**src/rtl/cosim_send_arbiter.sv**
```systemverilog
// cosim_send_arbiter: round-robin share of one cosim endpoint send channel among NUM_CLIENTS requesters.
// Latency: an accepted message is visible on DataIn/DataInValid one cycle after the accepting edge.
// Backpressure: ReqReady stays low while the holding buffer is full and DataInReady is low.
// Optional: define COSIM_SEND_ARB_STATS_EN for per-client AcceptCount counters and grant logging.
module cosim_send_arbiter #(
  parameter int NUM_CLIENTS = 4,
  parameter int MSG_BITS    = 192,
  parameter int MAX_BURST   = 1,
  localparam int CLIENT_W   = (NUM_CLIENTS > 1) ? $clog2(NUM_CLIENTS) : 1
) (
  input  logic                            clk,
  input  logic                            rstn,
  input  logic [NUM_CLIENTS-1:0]          ReqValid,
  output logic [NUM_CLIENTS-1:0]          ReqReady,
  input  logic [NUM_CLIENTS*MSG_BITS-1:0] ReqData,
  output logic                            DataInValid,
  input  logic                            DataInReady,
  output logic [MSG_BITS-1:0]             DataIn,
  output logic [CLIENT_W-1:0]             DataInClient
`ifdef COSIM_SEND_ARB_STATS_EN
  ,
  output logic [NUM_CLIENTS*32-1:0]       AcceptCount
`endif
);

  localparam logic [7:0] MAX_B = 8'(MAX_BURST);

  logic [NUM_CLIENTS-1:0][MSG_BITS-1:0] reqDataArr;
  logic [CLIENT_W-1:0] rrPtr;
  logic [CLIENT_W-1:0] lastGrant;
  logic [7:0]          burstCnt;
  logic [7:0]          newBurst;
  logic [CLIENT_W-1:0] grantIdx;
  logic                grantVld;
  logic                canAccept;
  logic                accept;

  assign reqDataArr = ReqData;

  // Wrap-around successor of a client index.
  function automatic logic [CLIENT_W-1:0] nextIdx(input logic [CLIENT_W-1:0] i);
    if (int'(i) >= NUM_CLIENTS - 1) return '0;
    return i + 1'b1;
  endfunction

  // Buffer can take a new message when empty or draining this cycle.
  assign canAccept = !DataInValid || DataInReady;
  assign accept    = rstn && canAccept && grantVld;

  // Grant selection: continue an unfinished burst, else first valid client from rrPtr.
  always_comb begin : grantSel
    int idx;
    logic [CLIENT_W-1:0] cand;
    grantVld = 1'b0;
    grantIdx = '0;
    idx      = 0;
    cand     = '0;
    if (burstCnt != 8'd0 && burstCnt < MAX_B && ReqValid[lastGrant]) begin
      grantVld = 1'b1;
      grantIdx = lastGrant;
    end else begin
      // Walk offsets from far to near so the nearest valid client wins.
      for (int k = NUM_CLIENTS - 1; k >= 0; k--) begin
        idx = int'(rrPtr) + k;
        if (idx >= NUM_CLIENTS) idx = idx - NUM_CLIENTS;
        cand = CLIENT_W'(idx);
        if (ReqValid[cand]) begin
          grantVld = 1'b1;
          grantIdx = cand;
        end
      end
    end
  end

  // One-hot ready to the granted client; forced low during reset.
  always_comb begin
    ReqReady = '0;
    if (accept) ReqReady[grantIdx] = 1'b1;
  end

  // Burst length the grant would reach if accepted this cycle.
  always_comb begin
    newBurst = 8'd1;
    if (grantIdx == lastGrant && burstCnt != 8'd0) newBurst = burstCnt + 8'd1;
  end

  // Holding buffer, burst counter and round-robin pointer.
  always_ff @(posedge clk or negedge rstn) begin
    if (!rstn) begin
      DataInValid  <= 1'b0;
      DataIn       <= '0;
      DataInClient <= '0;
      rrPtr        <= '0;
      burstCnt     <= '0;
      lastGrant    <= '0;
    end else if (accept) begin
      DataIn       <= reqDataArr[grantIdx];
      DataInClient <= grantIdx;
      DataInValid  <= 1'b1;
      lastGrant    <= grantIdx;
      if (newBurst >= MAX_B) begin
        rrPtr    <= nextIdx(grantIdx);
        burstCnt <= '0;
      end else begin
        burstCnt <= newBurst;
      end
    end else begin
      if (DataInValid && DataInReady) DataInValid <= 1'b0;
      // A gap from the burst owner ends its burst and passes the turn on.
      if (!ReqValid[lastGrant]) begin
        burstCnt <= '0;
        rrPtr    <= nextIdx(lastGrant);
      end
    end
  end

`ifdef COSIM_SEND_ARB_STATS_EN
  logic [NUM_CLIENTS-1:0][31:0] acceptCnt;
  assign AcceptCount = acceptCnt;

  // Free-running per-client accept counters, wrapping at 2^32.
  always_ff @(posedge clk or negedge rstn) begin
    if (!rstn) begin
      acceptCnt <= '0;
    end else begin
      for (int i = 0; i < NUM_CLIENTS; i++) begin
        if (accept && int'(grantIdx) == i) acceptCnt[i] <= acceptCnt[i] + 32'd1;
      end
    end
  end

`ifndef SYNTHESIS
  // Grant log for cosim debugging.
  always_ff @(posedge clk) begin
    if (accept) $display("[%0t] arb grant client=%0d", $time, grantIdx);
  end
`endif
`endif

endmodule
```
**config.mk**
```make
export PLATFORM = sky130hd
export DESIGN_NAME = cosim_send_arbiter
export DESIGN_NICKNAME = d
export VERILOG_FILES = /design/src/rtl/cosim_send_arbiter.sv
export SDC_FILE = /design/constraint.sdc
export NUM_CORES = 1
export LEC_CHECK = 0
export ABC_AREA = 0
export BUFFER_PORTS_ARGS = -buffer_cell sky130_fd_sc_hd__buf_2
export CORE_AREA = 2 2 377 379
export DETAILED_ROUTE_END_ITERATION = 6
export DIE_AREA = 0 0 379 381
export GPL_TIMING_DRIVEN = 0
export HOLD_SLACK_MARGIN = 0.1
export MAX_ROUTING_LAYER = met4
export SYNTH_ARGS = -nofsm -noshare
export SYNTH_HDL_FRONTEND = slang
export SYNTH_SLANG_ARGS = --single-unit
export TNS_END_PERCENT = 1
```
**constraint.sdc**
```tcl
create_clock -name clk -period 3.3 [get_ports clk]
set_input_delay 0.165 -clock clk [delete_from_list [all_inputs] [get_ports clk]]
set_output_delay 0.165 -clock clk [all_outputs]
set_load 0.01 [all_outputs]
```
### Word-level counts from Yosys, hierarchy flattened

Cells that the tools add are included.

| word-level totals | value |
|---|---|
| register bits after elaboration | 205 |
| latch bits | 0 |
| bits in writable memories | 0 |
| word-level logic and storage cells | 97 |
| memory bits (read-only) | 0 |
| bits of input ports | 775 |
| output and inout port bits | 199 |
| memories kept | 0 |

| cells by class | value |
|---|---|
| divide/modulo/power cells | 0 |
| bitwise gates (word level) | 0 |
| shift-type cells | 0 |
| $add $sub $neg | 10 |
| reductions and logical operators | 12 |
| equality and inequality tests | 3 |
| muxes and demuxes | 52 |
| multipliers | 0 |
| order comparisons | 15 |

Operator list:

| cell | count |
|---|---|
| 192-bit binary-select mux with 2-bit select | 1 |
| 192-bit 2-to-1 mux | 1 |
| 2-bit 2-to-1 mux | 20 |
| 8-bit 2-to-1 mux | 4 |
| 1-bit 2-to-1 mux | 19 |
| 2-bit by 3-bit less-than comparator with 1-bit output, second input constant | 6 |
| 1-bit binary-select mux with 2-bit select | 5 |
| 3-bit greater-or-equal comparator, second input constant | 3 |
| 8-bit by 1-bit adder with 8-bit output, second input constant | 1 |
| 8-bit by 1-bit greater-or-equal comparator with 1-bit output, second input constant | 1 |
| 8-bit by 1-bit less-than comparator with 1-bit output, second input constant | 1 |
| 8-bit nonzero test | 1 |
| 2-bit by 1-bit subtractor with 2-bit output, second input constant | 4 |
| 1-bit logical AND | 7 |
| 2-bit by 2-bit adder with 3-bit output, second input constant | 2 |
| 2-bit by 1-bit adder with 2-bit output, second input constant | 2 |
| 2-bit greater-or-equal comparator, second input constant | 2 |
| 4-bit 2-to-1 mux | 1 |
| 2-bit by 1-bit adder with 3-bit output, second input constant | 1 |
| 2-bit by 3-bit greater-or-equal comparator with 1-bit output, second input constant | 1 |
| 1-bit demux with 2-bit select | 1 |
| 2-bit equality test | 1 |
| 2-bit by 1-bit greater-or-equal comparator with 1-bit output, second input constant | 1 |
| 2-bit by 1-bit != test with 1-bit output, second input constant | 1 |
| 5 further kinds | 5 |

### Longest topological paths before layout

| logic depth | value |
|---|---|
| word-level depth | 20 |
| depth in mapped cells | 9 |

### Least setup slack after synthesis

OpenSTA, ideal clock, no wires.

| path | value |
|---|---|
| path type | register -> output |
| start | register rrPtr[1] |
| end | output ReqReady[2] |
| arrival time | 1.888 ns |
| path buffers | 4 |
| data required time | 3.135 ns |
| slack | 1.247 ns |
| stages on the path, launching flop included | 10 |
| cell sequence | dfrtp_1 mux2_1 o221a_1 buf_6 inv_6 buf_6 buf_4 buf_2 ha_1 and2_1 |

| between the ends | value |
|---|---|
| longest elaborated chain between the ends | 16 |
| elaborated cells on any way between the ends | 44 |
| classes of those cells | add/sub (7); order compare (6); mux (29); reduce/logical (2) |

Ends and longest elaborated chain:

| item | RTL line | source |
|---|---|---|
| from (decl) | 29 | `logic [CLIENT_W-1:0] rrPtr;` |
| from (signal assigned) | 102 | `rrPtr <= nextIdx(grantIdx);` |
| from (signal assigned) | 112 | `rrPtr <= nextIdx(lastGrant);` |
| 2-bit by 2-bit adder with 3-bit output | 64 | `idx = int'(rrPtr) + k;` |
| 3-bit greater-or-equal comparator or 2-bit by 1-bit subtractor with 2-bit output (tied branches) | 65 | `if (idx >= NUM_CLIENTS) idx = idx - NUM_CLIENTS;` |
| 2-bit 2-to-1 mux | 65 |  |
| 2-bit 2-to-1 mux | 58 | `if (burstCnt != 8'd0 && burstCnt < MAX_B && ReqValid[lastGrant]) begin` |
| 1-bit binary-select mux with 2-bit select | 67 | `if (ReqValid[cand]) begin` |
| 1-bit 2-to-1 mux (implied by the code) | 67 |  |
| 2-bit 2-to-1 mux (4 in a row) | 67 |  |
| 2-bit 2-to-1 mux | 58 |  |
| 2-bit by 3-bit less-than comparator with 1-bit output (implied by the code) or 2-bit by 1-bit greater-or-equal comparator with 1-bit output (tied branches) | 78 | `if (accept) ReqReady[grantIdx] = 1'b1;` |
| 1-bit logical AND (implied by the code) | 78 |  |
| 1-bit 2-to-1 mux (implied by the code) | 78 |  |
| 1-bit demux with 2-bit select | 78 |  |
| 4-bit 2-to-1 mux (*) | 78 |  |
| to (decl) | 14 | `output logic [NUM_CLIENTS-1:0] ReqReady,` |

Mark *: on every way between the ends. The rest lies on a longest branch, timed or not. The select of a mux whose other input is x is not followed.

### Worst setup path in the final report

| path | value |
|---|---|
| start | register rrPtr[1] |
| end | register DataIn[112] |

| between the ends | value |
|---|---|
| longest elaborated chain between the ends | 13 |
| elaborated cells on any way between the ends | 40 |
| classes of those cells | add/sub (7); order compare (4); mux (28); reduce/logical (1) |

Ends and longest elaborated chain:

| item | RTL line | source |
|---|---|---|
| 2-bit by 2-bit adder with 3-bit output | 64 |  |
| 3-bit greater-or-equal comparator or 2-bit by 1-bit subtractor with 2-bit output (tied branches) | 65 |  |
| 2-bit 2-to-1 mux | 65 |  |
| 2-bit 2-to-1 mux | 58 |  |
| 1-bit binary-select mux with 2-bit select | 67 |  |
| 1-bit 2-to-1 mux (implied by the code) | 67 |  |
| 2-bit 2-to-1 mux (4 in a row) | 67 |  |
| 2-bit 2-to-1 mux | 58 |  |
| 192-bit binary-select mux with 2-bit select | 97 | `DataIn <= reqDataArr[grantIdx];` |
| 192-bit 2-to-1 mux (implied by the code) | 97 |  |
| to (signal assigned) | 97 |  |
| to (decl) | 18 | `output logic [MSG_BITS-1:0] DataIn,` |

Several ways; a longest one is shown, not always the timed one. The select of a mux whose other input is x is not followed.
A chain may end at the register's enable or synchronous reset.

==> reports/summary.txt <==
Area delta synth->final: 120.3%
Drt pass-1 iters: 5
CP Max Fanout: 10
FP Rows: 138
GRT Total Usage: 20.06%
Sequential Area: 0.005130 mm2
Synth unique cells: 38
Post-layout util: 19.52%
Critical Path AT: 3.75 ns
Clk sinks: 205
Die height: 381 um
Post-route DRC violation count: 0
Final #Nets: 3,773
Die width: 379 um
Seq/Total Area, Yosys: 41.19%
Clock Skews: 0.008638 ns
Number of routed nets with antenna violations: 0
GPL Wtd Cong: 1.069
H-tree depth: 1
Syn Nets: 2,124
Multi-input logic area: 0.006495 mm2
Placed cell area: 0.01976 mm2
Worst VDD drop: 0.4035 mV
Pins Over Slew Limit: 0
WHS: 0.1260 ns
Syn Std Cell Area: 0.01246 mm2
Unrepaired setup endpoints after global routing: yes
Worst r2r src: rrPtr[1]$_DFFE_PN0P_
Hold Vio Cnt, Final: 0
Critical path class: flop to flop
I/O pin count: 974
Global-route wire length before repair: 186,100 um
Worst Min Path Start: ReqData[656]
Largest net degree at the start of global routing: 94
Min cycle time layout: 3.258 ns
Power Dens Cells: 686.0 mW/mm2
Most common cell after layout, fill and taps aside: buf_2
Leakage: 12.24 nW
CP endpoint kind: flop
Initial Util: 8.862%
Worst Hold Class: input port to flop
Root Driver: clkbuf_16
Final setup viols: 0
Area share of the largest cell type after synthesis: 41.19%
Final Cell Area: 0.02743 mm2
Die ar.: 0.1444 mm2
Post-synth top area cell: dfrtp_1
Final period utilization: 98.72%
Via-per-instance ratio: 3.873
Clk slew on worst S/H paths: 0.06 ns
Post-synth EDFFs: 0
Worst setup path start: rrPtr[1]$_DFFE_PN0P_
Rel. slew slack: 34.95%
Clk_lat worst skew: 0.62 ns
Main synth FF type: dfrtp_1
Post-Place Worst Slack: -1.205 ns
Critical path launch point type: flop
Synthesized area per cell: 9.281 um2
WP data required: 3.79 ns
Grt ovf: 0
Cells after synthesis: 1,342
Total core area: 0.1406 mm2
Fmax: 0.3070 GHz
Routed len/inst: 29.70 um
Layout cells sized above 1: 39.72%
Area contributors post-synth: dfrtp_1 (41%), nand2_1 (11%), mux2_1 (9.2%)
Commonest non-fill, non-tap cells in the layout: buf_2 (1,002), dlygate4sd3_1 (635), nand2_1 (373)
CTS tree: built
Clk buf depth: 3
Register bit total from synthesis: 205
Async SR Flop Fraction: 100.0%
Fin worst setup slack: 0.04215 ns
Antenna violations before repair: 104
Status: complete, no violations
Cts bufs inserted: 29
Post-Route WL: 146,600 um
Worst-Margin Slew: 0.9757 ns
Vias in the first global route: 19,870
1st-iter DRT viols: 1,581
Max Cap Violations: 0
Vias: 19,120
Filler instances: 15,830
Port Buf Inserts: 973
Total chip power: 0.01882 W
Detailed Place HPWL: 125,000 um
Yosys warning total: 0
[layer usage]
metal	part of all wire (%)	up-vias	GRT usage, %	routed length (um)
met5	0	-	-	0
li1	-	8308	-	-
met2	47	1173	33.26	69380
met3	9.7	252	5.485	14270
met4	2.8	0	4.446	4093
met1	40	9389	24.05	58880
[stage by stage]
stage               instances  setup TNS, ns
floorplan                1342              0
global placement         4205       -1511.68
detailed placement       4207         -91.77
CTS                      4901              0
global route             4928        -0.6397
finish                   4937              0
[kinds of logic (layout without fill, tap and decap cells)]
| group | Yosys count | after routing | synth area share, % |
|---|---|---|---|
| fa+ha+maj | 7 | 7 | 0.7031 |
| flops | 205 | 205 | 41.19 |
| buf+inv | 133 | 1802 | 6.710 |
| mux | 215 | 215 | 19.15 |
| simple gates | 403 | 403 | 12.73 |
| compound gates | 378 | 378 | 19.46 |
| other cells | 0 | 36 | 0 |
| xor+xnor | 1 | 1 | 0.07033 |
[critical path: stages, from the launching register on]
cell and delay [ns]:
dfrtp_1 0.45, mux2_1 0.35, o221a_1 0.24, buf_6 0.14, inv_6 0.17, buf_2 0.49, mux2_2 0.48, o22ai_1 0.13
a31oi_1 0.05, dlygate4sd3_1 0.59
[sequential cells by signal, summed over array words and instances, names as in the netlist]
signal and flops:
rrPtr 2, lastGrant 2, DataInValid 1, burstCnt 8, DataIn 192
[where the power goes]
part	total, W	internal, W	switching [W]	leakage (nW)
logic	0.0110	0.00442	0.00658	9.49
clock network	0.00321	0.00174	0.00147	0.439
registers	0.00460	0.00366	0.000943	2.31
total	0.0188	0.00983	0.00899	12.2
[cell usage after synthesis (2+ instances only)]
library cell / instances
a21oi_1: 2
a31oi_1: 174
and2_1: 5
and3_1: 9
buf_2: 34
buf_4: 6
buf_6: 28
buf_8: 5
clkbuf_1: 53
dfrtp_1: 205
ha_1: 7
inv_1: 4
mux2_1: 102
mux2_2: 74
mux2i_1: 38
nand2_1: 374
nand2b_1: 2
nor2_1: 2
nor2b_1: 2
nor4_1: 3
o21ai_0: 5
o221ai_1: 19
o22ai_1: 173
or3_1: 2
[path summary, 6_finish.rpt]
path	end	slack, ns	depth (start not counted)
setup / recovery	DataIn[112]$_DFFE_PN0P_	0.04	9
hold / removal	DataIn[80]$_DFFE_PN0P_	0.13	3
setup reg to reg	DataIn[112]$_DFFE_PN0P_	0.04	9
hold reg to reg	DataIn[77]$_DFFE_PN0P_	0.49	2
max in group asynchronous	DataIn[183]$_DFFE_PN0P_	1.63	9
min in group asynchronous	DataIn[98]$_DFFE_PN0P_	0.69	8
[layout make-up]
| class | count | area share, % |
|---|---|---|
| Multi-Input combinational cell | 1004 | 23.68 |
| Buffer | 125 | 3.147 |
| Clock buffer | 35 | 2.800 |
| Tap cell | 1890 | 8.620 |
| Sequential cell | 205 | 18.70 |
| Timing Repair Buffer | 1620 | 42.11 |
| Antenna cell | 36 | 0.3284 |
| Inverter | 6 | 0.1003 |
| Clock inverter | 16 | 0.5245 |
[what timing repair did]
action                                  4_1_cts  5_1_grt
hold buffers                                645        0
endpoints found under the setup margin       29       49
resized for setup                            13       17
buffers inserted                              0        0
endpoints found under the hold margin       305        0
(Power assumes the default switching activity.)
